`src/rtl/acc_reg_bank_if.sv`:
```
// ---------------------------------------------------------------------------
// acc_reg_bank_if
// Bus bundle for the accumulator register bank.
//   master : drives sel and the operation strobes/operands, observes reads
//   slave  : the register bank itself
// Signals
//   sel        entry index for per-entry operations and the read port
//   clr        clear entry[sel]
//   clr_all    clear every entry
//   incre      entry[sel] + 1
//   decre      entry[sel] - 1
//   write_en   load data_in into entry[sel]
//   alu_to_ac  load alu_out into entry[sel]
//   accum_en   entry[sel] + data_in
//   data_in    load/accumulate operand
//   alu_out    ALU writeback operand
//   data_out   entry[sel] (combinational read)
//   zero       entry[sel] == 0
//   ovf        sticky overflow/underflow flag of entry[sel]
// ---------------------------------------------------------------------------
interface acc_reg_bank_if #(
  parameter int WIDTH = 24,
  parameter int DEPTH = 4
);
  logic [$clog2(DEPTH)-1:0] sel;
  logic                     clr;
  logic                     clr_all;
  logic                     incre;
  logic                     decre;
  logic                     write_en;
  logic                     alu_to_ac;
  logic                     accum_en;
  logic [WIDTH-1:0]         data_in;
  logic [WIDTH-1:0]         alu_out;
  logic [WIDTH-1:0]         data_out;
  logic                     zero;
  logic                     ovf;

  modport master (
    output sel, clr, clr_all, incre, decre, write_en, alu_to_ac, accum_en,
           data_in, alu_out,
    input  data_out, zero, ovf
  );

  modport slave (
    input  sel, clr, clr_all, incre, decre, write_en, alu_to_ac, accum_en,
           data_in, alu_out,
    output data_out, zero, ovf
  );
endinterface

```
`src/rtl/acc_reg_bank.sv`:
```
// ---------------------------------------------------------------------------
// acc_reg_bank
// DEPTH accumulator entries of WIDTH bits, each with a sticky overflow bit.
// One operation per clock, chosen by fixed priority:
//   clr_all > clr > incre > decre > write_en > alu_to_ac > accum_en
// Arithmetic wraps (SAT_EN=0) or clamps (SAT_EN=1); either way an
// overflow/underflow sets the entry's sticky ovf bit.
// Ports
//   clk  rising-edge clock
//   rst  asynchronous active-high reset, clears every entry and ovf bit
//   bus  acc_reg_bank_if.slave (operation strobes, operands, read port)
// ---------------------------------------------------------------------------
module acc_reg_bank #(
  parameter int WIDTH  = 24,
  parameter int DEPTH  = 4,
  parameter int SAT_EN = 0
) (
  input logic           clk,
  input logic           rst,
  acc_reg_bank_if.slave bus
);

  localparam logic [WIDTH-1:0] ONE  = WIDTH'(1);
  localparam logic [WIDTH-1:0] ONES = {WIDTH{1'b1}};

  logic [WIDTH-1:0] entry [DEPTH];
  logic [DEPTH-1:0] ovf_bits;

  logic [WIDTH-1:0] cur;
  logic [WIDTH-1:0] nxt_val;
  logic             nxt_ovf;
  logic             upd;
  logic [WIDTH:0]   res;

  // Unsigned add; result MSB is the carry-out, low bits are the stored value.
  function automatic logic [WIDTH:0] add_sat(input logic [WIDTH-1:0] a,
                                             input logic [WIDTH-1:0] b);
    logic [WIDTH:0] sum;
    sum = {1'b0, a} + {1'b0, b};
    if (sum[WIDTH] && (SAT_EN != 0)) sum[WIDTH-1:0] = ONES;
    return sum;
  endfunction

  // Unsigned subtract; result MSB is the borrow, low bits are the stored value.
  function automatic logic [WIDTH:0] sub_sat(input logic [WIDTH-1:0] a,
                                             input logic [WIDTH-1:0] b);
    logic [WIDTH:0] diff;
    diff = {1'b0, a} - {1'b0, b};
    if (diff[WIDTH] && (SAT_EN != 0)) diff[WIDTH-1:0] = '0;
    return diff;
  endfunction

  // Next value of the selected entry. clr_all is resolved in the register
  // process because it touches every entry.
  always_comb begin
    cur     = entry[bus.sel];
    nxt_val = cur;
    nxt_ovf = ovf_bits[bus.sel];
    upd     = 1'b0;
    res     = '0;
    if (bus.clr) begin
      nxt_val = '0;
      nxt_ovf = 1'b0;
      upd     = 1'b1;
    end else if (bus.incre) begin
      res     = add_sat(cur, ONE);
      nxt_val = res[WIDTH-1:0];
      nxt_ovf = ovf_bits[bus.sel] | res[WIDTH];
      upd     = 1'b1;
    end else if (bus.decre) begin
      res     = sub_sat(cur, ONE);
      nxt_val = res[WIDTH-1:0];
      nxt_ovf = ovf_bits[bus.sel] | res[WIDTH];
      upd     = 1'b1;
    end else if (bus.write_en) begin
      nxt_val = bus.data_in;
      nxt_ovf = 1'b0;
      upd     = 1'b1;
    end else if (bus.alu_to_ac) begin
      nxt_val = bus.alu_out;
      nxt_ovf = 1'b0;
      upd     = 1'b1;
    end else if (bus.accum_en) begin
      res     = add_sat(cur, bus.data_in);
      nxt_val = res[WIDTH-1:0];
      nxt_ovf = ovf_bits[bus.sel] | res[WIDTH];
      upd     = 1'b1;
    end
  end

  always_ff @(posedge clk or posedge rst) begin
    if (rst) begin
      for (int i = 0; i < DEPTH; i++) entry[i] <= '0;
      ovf_bits <= '0;
    end else if (bus.clr_all) begin
      for (int i = 0; i < DEPTH; i++) entry[i] <= '0;
      ovf_bits <= '0;
    end else if (upd) begin
      entry[bus.sel]    <= nxt_val;
      ovf_bits[bus.sel] <= nxt_ovf;
    end
  end

  assign bus.data_out = entry[bus.sel];
  assign bus.zero     = (entry[bus.sel] == '0);
  assign bus.ovf      = ovf_bits[bus.sel];

endmodule

```
`src/flat_wrapper.sv`:
```
// flat-port wrapper written by rule: the top's interface ports become plain ports
module acc_reg_bank_flat 
#(
  parameter int WIDTH  = 24,
  parameter int DEPTH  = 4,
  parameter int SAT_EN = 0
)
  (clk, rst, bus_sel, bus_clr, bus_clr_all, bus_incre, bus_decre, bus_write_en, bus_alu_to_ac, bus_accum_en, bus_data_in, bus_alu_out, bus_data_out, bus_zero, bus_ovf);
  acc_reg_bank_if #(.WIDTH(WIDTH), .DEPTH(DEPTH)) bus_i ();
  input logic clk;
  input logic rst;
  input wire logic [$bits(bus_i.sel)-1:0] bus_sel;
  input wire logic [$bits(bus_i.clr)-1:0] bus_clr;
  input wire logic [$bits(bus_i.clr_all)-1:0] bus_clr_all;
  input wire logic [$bits(bus_i.incre)-1:0] bus_incre;
  input wire logic [$bits(bus_i.decre)-1:0] bus_decre;
  input wire logic [$bits(bus_i.write_en)-1:0] bus_write_en;
  input wire logic [$bits(bus_i.alu_to_ac)-1:0] bus_alu_to_ac;
  input wire logic [$bits(bus_i.accum_en)-1:0] bus_accum_en;
  input wire logic [$bits(bus_i.data_in)-1:0] bus_data_in;
  input wire logic [$bits(bus_i.alu_out)-1:0] bus_alu_out;
  output wire logic [$bits(bus_i.data_out)-1:0] bus_data_out;
  output wire logic [$bits(bus_i.zero)-1:0] bus_zero;
  output wire logic [$bits(bus_i.ovf)-1:0] bus_ovf;
  assign bus_i.sel = bus_sel;
  assign bus_i.clr = bus_clr;
  assign bus_i.clr_all = bus_clr_all;
  assign bus_i.incre = bus_incre;
  assign bus_i.decre = bus_decre;
  assign bus_i.write_en = bus_write_en;
  assign bus_i.alu_to_ac = bus_alu_to_ac;
  assign bus_i.accum_en = bus_accum_en;
  assign bus_i.data_in = bus_data_in;
  assign bus_i.alu_out = bus_alu_out;
  assign bus_data_out = bus_i.data_out;
  assign bus_zero = bus_i.zero;
  assign bus_ovf = bus_i.ovf;
  acc_reg_bank #(.WIDTH(WIDTH), .DEPTH(DEPTH), .SAT_EN(SAT_EN)) u_core (.clk(clk), .rst(rst), .bus(bus_i));
endmodule
```
`config.mk`:
```
export PLATFORM = sky130hd
export DESIGN_NAME = acc_reg_bank_flat
export DESIGN_NICKNAME = d
export VERILOG_FILES = /design/src/rtl/acc_reg_bank_if.sv /design/src/rtl/acc_reg_bank.sv /design/src/flat_wrapper.sv
export SDC_FILE = /design/constraint.sdc
export NUM_CORES = 1
export LEC_CHECK = 0
export BUFFER_PORTS_ARGS = -buffer_cell sky130_fd_sc_hd__clkbuf_2
export CAP_MARGIN = 20
export CORE_ASPECT_RATIO = 1.5
export CORE_MARGIN = 3
export CORE_UTILIZATION = 45
export CTS_CLUSTER_DIAMETER = 50
export DETAILED_ROUTE_END_ITERATION = 6
export PLACE_DENSITY = 0.66
export SYNTH_ARGS = -nofsm -noshare
export SYNTH_HDL_FRONTEND = slang
export SYNTH_SLANG_ARGS = --single-unit
export TNS_END_PERCENT = 20
```
`constraint.sdc`:
```
create_clock -name clk -period 3.2 [get_ports clk]
set_input_delay 0.48 -clock clk [delete_from_list [all_inputs] [get_ports clk]]
set_output_delay 0.48 -clock clk [all_outputs]
set_load 0.1 [all_outputs]
```
* After elaboration in Yosys (flattened, before gate mapping)
Cells that the tools add are included.
Word-level totals: flip-flop bits (word level) 100, output and inout bits 26, input bits 59
Operators by class: $lt $le $gt $ge 4, reductions and logical operators 4, add/sub/neg operators 3, mux-type cells 33, bitwise operators 4
Operator list (number):
- 24-bit two-way mux | 9
- 96-bit two-way mux | 2
- 96-bit bitwise mux | 1
- 24-bit binary-select mux with 2-bit select | 1
- 24-bit demux with 2-bit select | 1
- 24-bit by 1-bit adder with 25-bit output (second input constant) | 1
- 24-bit by 24-bit adder with 25-bit output | 1
- 24-bit by 1-bit subtractor with 25-bit output (second input constant) | 1
- 24-bit zero test | 1
- 1-bit two-way mux | 14
- 4-bit two-way mux | 2
- 4-bit bitwise mux | 1
- 3-bit greater-or-equal comparator (second input constant) | 1
- 2-bit by 3-bit less-than comparator with 1-bit output (second input constant) | 1
- 3-bit by 1-bit less-than comparator with 1-bit output (second input constant) | 1
- 2-bit inverter with 3-bit output | 1
- 1-bit OR | 3
- 1-bit binary-select mux with 2-bit select | 1
- 1-bit demux with 2-bit select | 1
- 2-bit by 1-bit greater-or-equal comparator with 1-bit output (second input constant) | 1
- 1-bit logical AND | 2
- 2-bit nonzero test | 1

* Depth between registers and ports, before layout
Gate-level depths: netlist (run 1).
word-level depth 15, gate-level depth with buffers 15

* Worst setup path after synthesis (run 1)
No wires, ideal clock.
path type input to output, start input port bus_sel[0], end output port bus_zero, slack -2.044 ns, arrival time 4.764 ns, stages 9, path buffers 4, cells stage by stage buf_6 -> buf_12 -> mux4_1 -> clkbuf_1 -> nor2_1 -> and3_1 -> clkbuf_1 -> nand4_1 -> nor3_1
Between the ends: word-level cells in the longest chain between the ends 5
Ends and longest elaborated chain:
- start: declaration | line flat_wrapper.sv:12 | input wire logic [$bits(bus_i.sel)-1:0] bus_sel;
- 2-bit inverter with 3-bit output
- 24-bit binary-select mux with 2-bit select
- 24-bit two-way mux (2 in series)
- net bus_data_out[13] | line flat_wrapper.sv:22 | output wire logic [$bits(bus_i.data_out)-1:0] bus_data_out;
- 24-bit zero test | line acc_reg_bank.sv:105 | assign bus.zero = (entry[bus.sel] == '0);
- end: declaration | line flat_wrapper.sv:23 | output wire logic [$bits(bus_i.zero)-1:0] bus_zero;
The timed path passes the listed nets, and every way through them passes these cells. The select of a mux whose other input is x is not followed.

* Final worst setup path (run 1)
start input port bus_sel[0], end output port bus_zero
Between the ends: word-level cells in the longest chain between the ends 5
Ends and longest elaborated chain (line):
- 2-bit inverter with 3-bit output (implied by the code) | acc_reg_bank.sv:105
- 24-bit binary-select mux with 2-bit select | acc_reg_bank.sv:105
- 24-bit two-way mux (implied by the code) (2 in series) | acc_reg_bank.sv:105
- 24-bit zero test | acc_reg_bank.sv:105
No other way between the ends. The select of a mux whose other input is x is not followed.

==> flow_summary_export.csv, run 1 <==
group,metric,value,unit
synthesis,syn_inst,915,
power,power_density,349,nW/um^2
cells_and_area,layout-drive-gt1-share,38.3,%
global_route,grt_pass1_wl,46300,um
global_route,grt_usage,30.7,%
sta,relSlewSlack,27.9,%
die,start_util,46.0,%
clock_tree,cts_tree,"built",
global_route,grt_pass1_vias,8550,
synthesis,ys_ff_latch,100,
synthesis,ys.flop_type,"dfrtp_1",
synthesis,synth_nets,1002,
job,maxCapViolations,0,
die,design.die.area,19400,sq um
power,total_power,3.85,mW
sta,setup_ws,-128,ps
route,drtIter0Drc,1174,
sta,worst_pin_slew,1080,ps
power,swShare,34.3,%
global_route,antenna_found_initial,0,
synthesis,yosysSeqAreaShare,31.4,%
sta,hold_viol,0,
sta,setup_viol,28,
route,dr.pass1.iters,6,
route,drc,0,
global_route,grt_max_degree,63,
run_status,violations,"negative setup slack",
cells_and_area,fillerInstances,1437,
route,wl_per_cell,22.4,um
sta,final.setup_skew,7.26,ps
die,dieHeight,169,um
sta,min_period_over_period,104,%
sta,max_freq,300,MHz
setup_path,timing.rr.start,"u_core.entry[1]",
placed_design,hpwl,23000,um
clock_tree,htreeDepth,3,
cells_and_area,regArea,2500,sq um
setup_path,r2r_end,"u_core.entry[89]",
cells_and_area,postLayoutCoreUtil,63.5,%
setup_path,crit_type,"input pin to output port",
sta,drv_slew,0,
clock_tree,cts.clk_slew.worst_paths,70,ps
power,netSwitchingPower,1.32,mW
synthesis,synth_edf_count,0,
global_route,grt-ovfl-total,0,
clock_tree,root_buffer,"clkbuf_16",
synthesis,synthArstFlopShare,100,%
synthesis,synth_area,7980,sq um
cells_and_area,multiInputGateArea,5640,sq um
synthesis,ys_types,75,
cells_and_area,n_antenna_cell,0,
die,num_io_pins,85,
power,p_int,2.53,mW
setup_path,crit_required,2720,ps
placed_design,port_buffers,84,
synthesis,syn_area_per_cell,8.72,sq um
power,ir_drop,311,uV
power,clkPwrFrac,28.6,%
die,core_area,17300,sq um
route,vias_per_cell,6.42,
cells_and_area,fin_nets,1235,
clock_tree,cts_inserted_buffers,9,
die,placementRows,59,
run_status,status,"finished with violations",
setup_path,worst-path-max-fanout,7,
power,combPwrFrac,36.9,%
power,power_leakage,4.93,nW
clock_tree,cts.hold.buffers_added,0,
power,power_frac_seq,34.5,%
clock_tree,cts_sinks,100,
synthesis,yosys_warnings,0,
setup_path,endpoint_kind,"output port",
sta,rsz0062_at_grt,"yes",
setup_path,r2r_slack,-70,ps
setup_path,ff2ff_path_depth,11,
route,wirelength,30600,um
clock_tree,insertion_delay,340,ps
hold_path,min_path_type,"input pin to async pin",
cells_and_area,syn_to_final_growth,38.1,%
setup_path,cp-start-kind,"input pin",
route,vias,8765,
clock_tree,cts_buffer_depth,2,
placed_design,gp_congestion,0.988,
route,ant_nets,0,
sta,min_period,3330,ps
setup_path,arrival,2850,ps
die,fp.dieW,115,um
[repair_timing]
action / 4_1_cts / 5_1_grt
pin swaps: 35 / 48
gates resized for setup: 66 / 70
setup endpoints to repair: 73 / 77
buffers inserted: 12 / 15
[power groups by stage]
stage          Combinational (mW)  Clock (mW)  Sequential [mW]
6_report                     1.42        1.10             1.32
5_1_grt                      1.51        1.16             1.33
4_1_cts                      1.32        1.10             1.32
3_5_place_dp                 1.27           0             1.35
3_3_place_gp                 1.26           0             1.34
2_1_floorplan               0.782           0             1.34
[critical path, cell delays in order]
cell and delay [ps]:
clkbuf_16 130, buf_12 130, buf_12 120, mux4_2 540
buf_6 150, or4_4 530, nor2_4 130, nand2_2 80
buf_6 120, nor3_4 210, buf_12 200
[cell families (layout without fill, tap and decap cells)]
logic type      after synthesis  after routing  synth area share (%)
compound gates              311            311                  26.6
xor+xnor                     46             46                  5.05
fa+ha+maj                    28             28                  4.48
buf+inv                      92            330                  5.41
flops                       100            100                  31.4
mux                          28             28                  7.99
simple gates                310            310                  19.1
[sequential cells by signal, indices dropped and copies added, names as in the netlist]
signal and count:
u_core.entry 96, u_core.ovf_bits 4
[metrics by stage]
step                cell area [sq um]  cells  setup slack (ps)  hold WS [ps]  TNS (ps)
floorplan                        8170    915              -535           442    -30240
global placement                 9950   1325              -731           455    -41480
detailed placement               9950   1325              -720           463    -43300
CTS                             10600   1351             -93.4           174      -515
global route                    11000   1366              -192           196     -5120
finish                          11000   1366              -128           156     -1320
[how the worst max path moves through the flow]
stage          startpoint                 end  slack, ps  cells after the start
2_1_floorplan  bus_sel[0]  u_core.ovf_bits[0]       -540                     14
3_3_place_gp   bus_sel[0]    u_core.entry[95]       -730                     13
3_5_place_dp   bus_sel[0]  u_core.ovf_bits[0]       -720                     12
4_1_cts        bus_sel[0]            bus_zero        -90                     11
5_1_grt        bus_sel[0]    u_core.entry[41]       -190                     13
6_report       bus_sel[0]            bus_zero       -130                     11
[metal layers]
metal / part of all wire, % / GRT usage [%] / up-vias / wire length (um)
met5: 0 / 0 / - / 0
met4: 3.9 / 12.2 / 0 / 1180
met3: 6.6 / 4.36 / 84 / 2030
met2: 50 / 53.4 / 451 / 15300
met1: 40 / 38.1 / 4336 / 12100
li1: - / - / 3894 / -
[layout by cell type (no fill, tap or decap), drive strengths merged, types with 5 or more instances in the layout]
cell type and instances:
buf 217, nand2 132, dfrtp 100, o21ai 97, clkbuf 87, nor2 57
a21oi 39, a22o 29, ha 27, mux4 25, xnor2 23, xor2 23
nand3 21, inv 20, a21o 14, nand4 14, o31ai 14, a211oi 13
nor3 13, o211ai 12, a32oi 12, and2 12, o21a 11, or3 11
a22oi 10, nor4 10, nor2b 9, a32o 8, o22ai 7, a221o 7
a31oi 7, or2 6, a221oi 6, clkinv 5
[cell usage after synthesis (all sizes together) (13+ instances only)]
| cell type | number | share of area [%] |
|---|---|---|
| a211oi | 13 | 1.2 |
| nor2 | 57 | 2.8 |
| xnor2 | 23 | 2.5 |
| nand2 | 132 | 6.2 |
| a21o | 14 | 1.3 |
| ha | 27 | 4.2 |
| inv | 20 | 0.94 |
| nand3 | 21 | 1.3 |
| a22o | 29 | 3.2 |
| clkbuf | 46 | 2.2 |
| o21ai | 97 | 6.1 |
| dfrtp | 100 | 31 |
| a21oi | 39 | 2.4 |
| nor3 | 13 | 0.82 |
| buf | 25 | 2.3 |
| o31ai | 14 | 1.3 |
| xor2 | 23 | 2.5 |
| nand4 | 14 | 1.1 |
| mux4 | 25 | 7.6 |
[layout make-up]
type                       instances  area share [%]
clock buffer                      11            2.20
clock inverter                     5           0.556
inverter                          21           0.738
multi-input combinational        723            51.2
sequential                       100            22.7
tap                              213            2.42
timing repair buffer             293            20.2
Power figures use the tool's default switching activity.
==> run 2, diff against run 1 <==
CORE_UTILIZATION = 27   (was 45)
PLACE_DENSITY = not set   (was 0.66)
==> flow_summary_export.csv, run 2 (synthesis gave the netlist of run 1 again) <==
group,metric,value,unit
clock_tree,insertion_delay,360,ps
clock_tree,cts_sinks,100,
cells_and_area,syn_to_final_growth,42.2,%
cells_and_area,layout_commonest_cell,"buf_4",
clock_tree,cts.hold.buffers_added,0,
route,wl_per_cell,20.9,um
cells_and_area,multiInputGateArea,5660,sq um
die,num_io_pins,85,
sta,min_period_over_period,105,%
sta,setup_ws,-152,ps
cells_and_area,layout_common_cells,"buf_4 (194), nand2_1 (131), dfrtp_1 (100), clkbuf_2 (73), o21ai_0 (57)",
placed_design,port_buffers,84,
clock_tree,htreeDepth,3,
cells_and_area,fin_nets,1237,
route,vias,8543,
route,vias_per_cell,5.53,
setup_path,worst-path-max-fanout,8,
die,fp.dieW,146,um
global_route,grt_usage,19.9,%
cells_and_area,regArea,2500,sq um
setup_path,timing.rr.start,"u_core.entry[2]",
route,dr.pass1.iters,5,
clock_tree,root_buffer,"clkbuf_16",
sta,rsz0062_at_grt,"yes",
route,wirelength,32300,um
sta,fin_setup_tns,-2060,ps
route,drtIter0Drc,562,
global_route,grt_pass1_wl,49700,um
die,design.die.area,31700,sq um
global_route,grt_pass1_vias,8698,
power,ir_drop,277,uV
cells_and_area,n_antenna_cell,0,
die,start_util,27.6,%
clock_tree,cts.clk_slew.worst_paths,70,ps
cells_and_area,postLayoutCoreUtil,39.3,%
route,drc,0,
placed_design,hpwl,24900,um
run_status,violations,"negative setup slack",
placed_design,dpl_worst_slack,-805,ps
sta,relSlewSlack,28.9,%
placed_design,gp_congestion,1.01,
route,ant_nets,0,
sta,final.setup_skew,9.93,ps
clock_tree,cts_inserted_buffers,9,
sta,worst_pin_slew,1060,ps
sta,max_freq,298,MHz
run_status,status,"finished with violations",
die,core_area,28900,sq um
sta,hold_viol,0,
cells_and_area,layout-drive-gt1-share,38.9,%
setup_path,crit_start,"bus_sel[0]",
global_route,antenna_found_initial,0,
cells_and_area,top_register,"u_core.entry",
cells_and_area,top_regs,"u_core.entry (96), u_core.ovf_bits (4)",
setup_path,crit_type,"input pin to flop",
sta,setup_viol,32,
setup_path,endpoint_kind,"flop",
clock_tree,cts_buffer_depth,2,
global_route,grt-ovfl-total,0,
cells_and_area,fillerInstances,2925,
global_route,grt_max_degree,101,
setup_path,cp-start-kind,"input pin",
setup_path,crit_required,3440,ps
cells_and_area,largest_reg_flops,96,
die,placementRows,76,
power,power_density,344,nW/um^2
clock_tree,cts_tree,"built",
hold_path,min_path_type,"input pin to async pin",
power,power_leakage,4.96,nW
job,maxCapViolations,0,
sta,min_period,3350,ps
die,dieHeight,217,um
setup_path,arrival,3590,ps
sta,drv_slew,0,
run 2: changes by cell type in the layout (fill, tap and decap cells not counted), moves of 3 or more:
cell,change
o21ai_0,-8
o21ai_1,+8
inv_6,+4
buf_12,+3
clkinv_4,-3
o31ai_1,+3
o31ai_2,-3
run 2: layout make-up:
type                       instances  area share (%)
clock buffer                       9            1.98
clock inverter                     7           0.772
inverter                          21           0.739
multi-input combinational        723            49.9
sequential                       100            22.1
tap                              390            4.30
timing repair buffer             295            20.3
run 2: power by group:
| part | switching (mW) | internal, mW | leakage [nW] | total, mW |
|---|---|---|---|---|
| combinational | 0.833 | 0.598 | 3.42 | 1.43 |
| sequential | 0.0210 | 1.30 | 1.38 | 1.32 |
| clock | 0.523 | 0.629 | 0.155 | 1.15 |
| total | 1.38 | 2.53 | 4.96 | 3.91 |
run 2: critical path, cell delays in order:
cell       delay, ps
clkbuf_16        130
buf_12           130
buf_12           130
mux4_2           560
ha_4             270
and2_4           140
a221o_1          340
buf_4            150
buf_4            130
or3_1            350
a31oi_2          290
a221oi_2          70
buf_4            210
a22o_1           200
run 2: per-layer routing:
layer	global-route usage (%)	vias up	wire (um)
li1	-	3905	-
met1	22.2	4194	12200
met2	35.7	329	16400
met3	2.89	115	1710
met4	11.9	0	2030
met5	0	-	0
run 2: per-stage QoR:
step	instances	area (sq um)	total power [mW]	hold WS, ps
after floorplan	915	8170	2.12	442
after global placement	1509	10300	2.64	453
after detailed placement	1511	10300	2.64	465
after CTS	1536	10900	3.85	245
after global routing	1545	11300	4.08	253
final	1545	11300	3.91	196
run 2: worst paths after layout:
kind	endpoint	slack (ps)	depth (start not counted)
min	u_core.entry[17]	200	3
max in group asynchronous	u_core.entry[51]	2540	3
max	u_core.entry[86]	-150	14
min in group clk	u_core.entry[67]	480	2
max reg2reg	u_core.entry[88]	-70	10
min reg2reg	u_core.entry[67]	480	2
run 2: what timing repair did:
item	in CTS	in global routing
pin swaps	28	52
setup buffers	8	11
setup endpoints to repair	73	77
gates cloned	1	0
gates resized for setup	48	95
==> run 3, diff against run 2 <==
ABC_AREA = 1   (was not set)
==> flow_summary_export.csv, run 3 <==
group,metric,value,unit
cells_and_area,top_register,"u_core.entry",
cells_and_area,postLayoutCoreUtil,35.5,%
cells_and_area,largest_reg_flops,96,
synthesis,syn_area_per_cell,5.81,sq um
cells_and_area,design_area,11900,sq um
sta,drv_slew,0,
die,dieHeight,232,um
synthesis,synth_most_common_cell,"nand2_1",
run_status,status,"finished with violations",
route,vias_per_cell,5.06,
setup_path,critical_path.cell_chain,"clkbuf_4, inv_2, buf_12, buf_4, nand2_1, nand2_1, nand2_1, nand3_2, buf_4, nor2_1, nand2_1, nor4_2, buf_4, nand4_1, nor2_4, buf_12",
die,design.die.area,36300,sq um
global_route,grt-ovfl-total,0,
clock_tree,cts_sinks,100,
sta,hold_viol,0,
placed_design,dp.cells,2177,
power,total_power,3.84,mW
cells_and_area,syn_to_final_growth,29.6,%
synthesis,synth_nets,1664,
cells_and_area,layout_common_cells,"nand2_1 (679), nand3_1 (147), buf_4 (143), nor2_1 (141), inv_1 (129)",
cells_and_area,fin_nets,1856,
cells_and_area,n_antenna_cell,0,
placed_design,port_buffers,84,
global_route,antenna_found_initial,0,
route,wirelength,39500,um
synthesis,yosysSeqAreaShare,27.3,%
placed_design,place_area,11400,sq um
route,drtIter0Drc,890,
setup_path,endpoint_kind,"output port",
synthesis,synthArstFlopShare,100,%
setup_path,arrival,2690,ps
global_route,grt_pass1_wl,59900,um
synthesis,synth_top_cells_by_count,"nand2_1 (697), nand3_1 (160), nor2_1 (151), inv_1 (130), dfrtp_1 (100)",
hold_path,min_path_type,"input pin to async pin",
synthesis,ys_ff_latch,100,
clock_tree,insertion_delay,360,ps
run_status,violations,"design-rule violations",
cells_and_area,layout-drive-gt1-share,20.7,%
power,power_leakage,6.61,nW
clock_tree,cts.clk_slew.worst_paths,60,ps
clock_tree,cts_buffer_depth,2,
route,ant_nets,0,
power,power_density,323,nW/um^2
sta,min_period_over_period,98.9,%
cells_and_area,top_regs,"u_core.entry (96), u_core.ovf_bits (4)",
route,wl_per_cell,18.0,um
synthesis,ys_types,40,
sta,rsz0062_at_grt,"yes",
setup_path,crit_required,2720,ps
clock_tree,htreeDepth,3,
placed_design,gp_congestion,1.07,
sta,relSlewSlack,33.1,%
synthesis,synth_top_area_cell,"nand2_1",
die,num_io_pins,85,
synthesis,yosys_warnings,0,
die,fp.dieW,156,um
setup_path,slowest_stage,"buf_4",
route,vias,11081,
synthesis,synth_edf_count,0,
sta,setup_viol,0,
route,drc,1,
job,maxCapViolations,0,
sta,min_period,3170,ps
placed_design,hpwl,31600,um
clock_tree,cts_tree,"built",
synthesis,syn_inst,1577,
setup_path,cp-start-kind,"input pin",
setup_path,slowest_delay,200,ps
setup_path,worst-path-max-fanout,6,
clock_tree,cts_inserted_buffers,9,
global_route,grt_usage,21.4,%
global_route,grt_pass1_vias,10908,
sta,final.setup_skew,10.2,ps
sta,max_freq,316,MHz
route,dr.pass1.iters,7,
synthesis,ys.flop_type,"dfrtp_1",
sta,worst_pin_slew,1000,ps
cells_and_area,stdcell_count,2192,
cells_and_area,layout_commonest_cell,"nand2_1",
die,placementRows,82,
clock_tree,root_buffer,"clkbuf_16",
global_route,grt_max_degree,56,
synthesis,synth.area.top_cells,"nand2_1 (29%), dfrtp_1 (27%), nand3_1 (8.7%), nor2_1 (6.2%), inv_1 (5.3%)",
setup_path,cp_common_cell,"nand2_1",
die,core_area,33400,sq um
synthesis,synth_area,9170,sq um
power,ir_drop,267,uV
setup_path,crit_type,"input pin to output port",
die,start_util,27.4,%
synthesis,yosysTopAreaCellShare,28.5,%
clock_tree,cts.hold.buffers_added,0,
==> run 3: cell count changes after synthesis, sizes merged, moves of 14 or more <==
cell	delta
a21o	-14
a21oi	+41
a22o	-28
clkbuf	-18
inv	+128
mux4	-25
nand2	+570
nand3	+142
nor2	+125
o21ai	-39
o31ai	-14
xnor2	-17
xor2	-16
==> run 3: power by group <==
group | internal, mW | total (mW) | switching, mW
clock network | 0.594 | 1.07 | 0.475
registers | 1.30 | 1.32 | 0.0211
logic | 0.482 | 1.44 | 0.960
==> run 3: cells by family after synthesis <==
group	count (synthesis)	synth area share [%]
flip-flops	100	27.3
buffers and inverters	198	8.67
XOR/XNOR	13	1.24
AND/OR/NAND/NOR	1088	49.9
adder cells (fa/ha/maj)	28	3.90
AO/OA/AOI/OAI	150	9.05
==> run 3: per-stage QoR <==
stage	TNS (ps)	setup slack [ps]	hold WS [ps]
after detailed placement	-17760	-437	465
after global placement	-14830	-376	461
after global routing	-293	-70.6	290
after CTS	0	3.29	250
after floorplan	-41460	-562	449
final	0	34.5	226
==> run 3: path summary, 6_finish.rpt <==
path,endpoint,from,cells after the start,slack (ps)
min in group clk,u_core.entry[47],u_core.entry[47],2,480
max,bus_zero,bus_sel[0],16,30
max reg2reg,u_core.entry[12],u_core.entry[83],17,360
max in group asynchronous,u_core.entry[46],rst,3,2250
min reg2reg,u_core.entry[47],u_core.entry[47],2,480
min,u_core.entry[50],rst,2,230
==> run 3: critical path: cells and delay by family <==
kind	cells	cell delay, ps
buffers and inverters	7	1120
AND/OR/NAND/NOR	9	1060
==> run 3: cell type report <==
type / count / area [sq um]
Inverter: 149 / 574
Clock buffer: 9 / 225
Multi-Input combinational cell: 1279 / 6140
Tap cell: 420 / 526
Timing Repair Buffer: 230 / 1860
Fill cell: 3648 / 21600
Clock inverter: 5 / 55.1
Sequential cell: 100 / 2500
==> run 3: timing repair <==
| action | 4_1_cts | 5_1_grt |
|---|---|---|
| gates resized for setup | 2 | 27 |
| endpoints found under the setup margin | 12 | 78 |
| hold endpoints to repair | 0 | 0 |
| buffers inserted | 0 | 1 |
| gates cloned | 0 | 0 |
| pin swaps | 0 | 3 |
==> run 3: layer usage <==
layer	vias to the layer above	part of all wire (%)	GRT usage [%]
met5	-	0	0
met4	0	7.6	15.7
met2	437	50	38.0
li1	5378	-	-
met1	5130	38	23.3
met3	136	5.1	2.01
